[src/rtl/mux4_rr_arbiter_pkg.sv]
// Shared definitions for the four-way round-robin packet arbiter.
package mux4_rr_arbiter_pkg;

    typedef enum logic {
        IDLE  = 1'b0,
        GRANT = 1'b1
    } state_t;

    localparam int NumReq = 4;
    localparam int SelW   = 2;

endpackage

[src/rtl/mux4.sv]
// Four-input data selector shared by the packet requesters.
// Latency: combinational. Backpressure: none, pure datapath.
module mux4 #(
    parameter int Size = 8
) (
    input  logic [1:0]      select,
    input  logic [Size-1:0] data_i00,
    input  logic [Size-1:0] data_i01,
    input  logic [Size-1:0] data_i02,
    input  logic [Size-1:0] data_i03,
    output logic [Size-1:0] data_o
);

    always_comb begin
        data_o = data_i00;
        case (select)
            2'd0: data_o = data_i00;
            2'd1: data_o = data_i01;
            2'd2: data_o = data_i02;
            2'd3: data_o = data_i03;
            default: data_o = data_i00;
        endcase
    end

endmodule

[src/rtl/mux4_rr_arbiter_rr_pick4.sv]
// Round-robin picker: first set request bit scanning from pointer upward, modulo 4.
// Latency: combinational. Backpressure: none.
module rr_pick4
    import mux4_rr_arbiter_pkg::*;
(
    input  logic [NumReq-1:0] request,
    input  logic [SelW-1:0]   pointer,
    output logic [SelW-1:0]   winner,
    output logic              any
);

    logic [SelW-1:0] idx;

    // Walk the scan order backwards so the candidate closest to pointer is written last.
    always_comb begin
        winner = '0;
        any    = 1'b0;
        idx    = pointer;
        for (int k = NumReq - 1; k >= 0; k--) begin
            idx = pointer + SelW'(k);
            if (request[idx]) begin
                winner = idx;
                any    = 1'b1;
            end
        end
    end

endmodule

[src/rtl/mux4_rr_arbiter.sv]
// Round-robin arbiter granting one of four requesters per packet onto a shared mux4.
// Latency: 1 cycle request-to-grant, then combinational valid/ready pass-through.
// Backpressure: ready_i is forwarded only to the granted requester; one idle bubble between packets.
module mux4_rr_arbiter
    import mux4_rr_arbiter_pkg::*;
#(
    parameter int Size     = 8,
    parameter int MaxBeats = 16
) (
    input  logic            clock,
    input  logic            reset,
    input  logic [3:0]      valid_i,
    input  logic [3:0]      last_i,
    input  logic [Size-1:0] data_i00,
    input  logic [Size-1:0] data_i01,
    input  logic [Size-1:0] data_i02,
    input  logic [Size-1:0] data_i03,
    output logic [3:0]      ready_o,
    output logic [Size-1:0] data_o,
    output logic            valid_o,
    output logic            last_o,
    input  logic            ready_i,
    output logic [1:0]      select_o,
    output logic            busy_o,
    output logic            overrun_o
);

    localparam int BeatW = $clog2(MaxBeats + 1);
    localparam logic [BeatW-1:0] BeatMax = BeatW'(MaxBeats);

    state_t          state_q, state_d;
    logic [SelW-1:0] pointer_q, pointer_d;
    logic [SelW-1:0] select_q, select_d;
    logic [BeatW-1:0] beats_q, beats_d;
    logic            overrun_q, overrun_d;

    logic [SelW-1:0] winner;
    logic            any;
    logic            xfer;
    logic [BeatW-1:0] beats_inc;

    rr_pick4 u_pick (
        .request (valid_i),
        .pointer (pointer_q),
        .winner  (winner),
        .any     (any)
    );

    mux4 #(.Size(Size)) u_mux (
        .select   (select_q),
        .data_i00 (data_i00),
        .data_i01 (data_i01),
        .data_i02 (data_i02),
        .data_i03 (data_i03),
        .data_o   (data_o)
    );

    always_ff @(posedge clock) begin
        if (reset) begin
            state_q   <= IDLE;
            pointer_q <= '0;
            select_q  <= '0;
            beats_q   <= '0;
            overrun_q <= 1'b0;
        end else begin
            state_q   <= state_d;
            pointer_q <= pointer_d;
            select_q  <= select_d;
            beats_q   <= beats_d;
            overrun_q <= overrun_d;
        end
    end

    always_comb begin
        state_d   = state_q;
        pointer_d = pointer_q;
        select_d  = select_q;
        beats_d   = beats_q;
        overrun_d = overrun_q;
        valid_o   = 1'b0;
        last_o    = 1'b0;
        ready_o   = '0;
        xfer      = 1'b0;
        beats_inc = beats_q + BeatW'(1);

        case (state_q)
            IDLE: begin
                if (any) begin
                    select_d = winner;
                    beats_d  = '0;
                    state_d  = GRANT;
                end
            end
            GRANT: begin
                valid_o           = valid_i[select_q];
                last_o            = last_i[select_q];
                ready_o[select_q] = ready_i;
                xfer              = valid_i[select_q] && ready_i;
                if (xfer) begin
                    beats_d = beats_inc;
                    // A last beat landing exactly on the cap is a clean release, not an overrun.
                    if (last_i[select_q] || beats_inc == BeatMax) begin
                        state_d   = IDLE;
                        pointer_d = select_q + SelW'(1);
                        if (!last_i[select_q]) begin
                            overrun_d = 1'b1;
                        end
                    end
                end
            end
            default: state_d = IDLE;
        endcase
    end

    assign select_o  = select_q;
    assign busy_o    = (state_q == GRANT);
    assign overrun_o = overrun_q;

endmodule

[config.mk]
export PLATFORM = sky130hd
export DESIGN_NAME = mux4_rr_arbiter
export DESIGN_NICKNAME = d
export VERILOG_FILES = /design/src/rtl/mux4_rr_arbiter_pkg.sv /design/src/rtl/mux4.sv /design/src/rtl/mux4_rr_arbiter_rr_pick4.sv /design/src/rtl/mux4_rr_arbiter.sv
export SDC_FILE = /design/constraint.sdc
export NUM_CORES = 1
export LEC_CHECK = 0
export ABC_AREA = 1
export CAP_MARGIN = 15
export CELL_PAD_IN_SITES_DETAIL_PLACEMENT = 1
export CELL_PAD_IN_SITES_GLOBAL_PLACEMENT = 2
export CORE_UTILIZATION = 21
export CTS_CLUSTER_SIZE = 30
export DETAILED_ROUTE_END_ITERATION = 10
export PLACE_DENSITY_LB_ADDON = 0.1
export REMOVE_ABC_BUFFERS = 1
export SLEW_MARGIN = 20
export SYNTH_ARGS = -nofsm -noshare
export SYNTH_HDL_FRONTEND = slang
export SYNTH_HIERARCHICAL = 1
export SYNTH_SLANG_ARGS = --single-unit
[constraint.sdc]
create_clock -name clock -period 2.7 [get_ports clock]
set_input_delay 0.54 -clock clock [delete_from_list [all_inputs] [get_ports clock]]
set_output_delay 0.54 -clock clock [all_outputs]
set_load 0.01 [all_outputs]
==> flow_summary_export.csv <==
group,metric,value,unit
timing,final-hold-violation-count,0,
logic_synthesis,synth_top_area_frac,0.185,
power,p_int,459,uW
clock_tree,clock-sinks,11,
logic_synthesis,post_synth_instance_area,1190,um2
floorplan,die_w,77.2,um
logic_synthesis,synth_top_cell_by_area,"dfxtp_1",
power,irDropWorstVdd,0.000294,V
clock_tree,clk_pin_slew,50,ps
timing,min_period_over_period,0.921,
drt,vias,1416,
grt,grt_pass1_wl,7380,um
floorplan,rows,27,
outcome,outcome,"finished, final reports clean",
worst_setup_path,crit_path_start_kind,"register",
worst_setup_path,path_max_fanout,9,
drt,detail_route.wl_per_cell,12.9,um
timing,tightest_slew,485,ps
clock_tree,cts-root-buf,"clkbuf_8",
clock_tree,clock_latency,240,ps
final_layout,final_nets,300,
clock_tree,htree_num_levels,1,
power,swShare,0.375,
power,combPwrFrac,0.506,
drt,vias_per_cell,4.38,
timing,setup_viol,0,
timing,final-max-slew-violation-count,0,
drt,drt_iter0_markers,37,
power,p_per_area,389,nW/um2
timing,maxSlewHeadroom,0.676,
clock_tree,post_cts_buffers,0,
placed_design,hpwl,3320,um
grt,grt_max_degree,13,
placed_design,io_buffers,60,
power,clockPowerShare,0.228,
power,p_total,735,uW
drt,drt_pass1_iterations,4,
final_layout,diodes,0,
final_layout,drive_above_1_share,0.167,
clock_tree,cts_tree,"yes",
placed_design,place.gp.congestion,0.708,
worst_setup_path,crit_arrival,1950,ps
drt,final_antenna_net_count,0,
power,leakage,0.000773,uW
final_layout,fin_util,0.345,
grt,overflow,0,
timing,tns,0,ps
clock_tree,cts_resized,0,
clock_tree,cts_hold_buf,0,
timing,max_freq,402,MHz
floorplan,ios,61,
power,p_switching,276,uW
floorplan,die_area,5960,um2
drt,wl,4170,um
grt,grt_pass1_vias,1448,
grt,antenna_found_initial,0,
min_path,hold_path_class,"reg2reg",
logic_synthesis,seq_area_frac_synth,0.185,
final_layout,layout_common_cells,"clkdlybuf4s50_1 (60), nand3_1 (43), nand2_1 (42), inv_1 (17), dfxtp_1 (11)",
logic_synthesis,synth_cell_types,21,
floorplan,initial_core_util,0.217,
timing,rsz0062_at_grt,"false",
clock_tree,numCtsBuffers,3,
floorplan,die_h,77.2,um
clock_tree,cts_buffer_depth,2,
worst_setup_path,critPathCaptureType,"output pin",
drt,drc,0,
timing,fin_crit,2490,ps
timing,skew,0.337,ps
grt,grt_usage,0.155,
logic_synthesis,synth.area.top_cells,"dfxtp_1 (19%), nand3_1 (18%), nand2_1 (13%)",
worst_setup_path,critical_path_required,2160,ps
floorplan,core,5470,um2
final_layout,final_common_cell,"clkdlybuf4s50_1",
logic_synthesis,syn_avg_cell_area,6.28,um2
final_layout,area_growth,58.9,%
logic_synthesis,synth_warnings,6,
power,seqPwrFrac,0.266,
logic_synthesis,synth.ff_latch_count,11,
flow_run,maxCapViolCount,0,
worst_setup_path,crit_type,"reg2out",
logic_synthesis,syn_inst,189,
[worst paths after layout]
check | to | startpoint | slack [ps] | cells after the start
max | last_o | select_o[1] | 210 | 5
min reg2reg | overrun_o | overrun_o | 460 | 2
min | overrun_o | overrun_o | 460 | 2
max reg2reg | beats_q[4] | select_o[1] | 940 | 7
[final cells by class]
| type | count | area [um2] |
|---|---|---|
| tap | 72 | 90.1 |
| timing repair buffer | 64 | 631 |
| sequential | 11 | 220 |
| multi-input combinational | 146 | 800 |
| clock inverter | 1 | 5.00 |
| inverter | 26 | 100 |
| clock buffer | 3 | 41.3 |
| fill | 708 | 3590 |
[metal layers]
layer	up-vias	global-route usage	share of wire
met3	6	0.0286	0.056
met5	-	0	0
li1	751	-	-
met4	0	0.0566	0.015
met2	37	0.214	0.38
met1	622	0.231	0.55
[state kept, by name, indices dropped and copies added (netlist names)]
name	count
beats_q	5
pointer_q	2
select_o	2
busy_o	1
overrun_o	1
[power groups by stage]
stage / combinational [uW] / clock, uW / sequential [uW]
after CTS: 377 / 175 / 196
after detailed placement: 375 / 0 / 199
final: 372 / 168 / 195
after floorplan: 169 / 0 / 207
after global routing: 417 / 186 / 198
after global placement: 380 / 0 / 199
[synthesized netlist by cell type]
| cell | count |
|---|---|
| nand3_1 | 43 |
| nand2_1 | 42 |
| inv_1 | 17 |
| dfxtp_1 | 11 |
| nand4_1 | 10 |
| nand2_2 | 9 |
| nor2_1 | 9 |
| inv_2 | 8 |
| a21oi_1 | 6 |
| buf_6 | 6 |
| a21oi_2 | 5 |
| ha_1 | 5 |
| nand3_2 | 5 |
| o21ai_0 | 4 |
| nor2_4 | 2 |
| o21ai_1 | 2 |
| and2_4 | 1 |
| inv_4 | 1 |
| nand2_4 | 1 |
| nor2_2 | 1 |
| o21ai_2 | 1 |
[kinds of logic (layout without fill, tap and decap cells)]
group	count (synthesis)	count (layout)	synth area share
AO/OA/AOI/OAI	18	18	0.0948
adder cells (fa/ha/maj)	5	5	0.0527
buffers and inverters	32	94	0.141
flip-flops	11	11	0.185
AND/OR/NAND/NOR	123	123	0.526
[stage by stage]
stage / hold WS, ps / worst slack, ps / cells / cell area, um2
finish: 459 / 214 / 323 / 1890
global route: 478 / 58.8 / 323 / 1890
CTS: 465 / 166 / 323 / 1890
detailed placement: 455 / 228 / 319 / 1840
global placement: 451 / 243 / 319 / 1840
floorplan: 465 / 764 / 183 / 1120
[worst max-delay path, cell delays in order (launching register included)]
cell and delay, ps:
dfxtp_1 590, inv_1 230, nand3_1 140, nand2_1 110
nor2_1 100, clkdlybuf4s50_1 530
No activity file was read; power rests on OpenSTA's default activity.
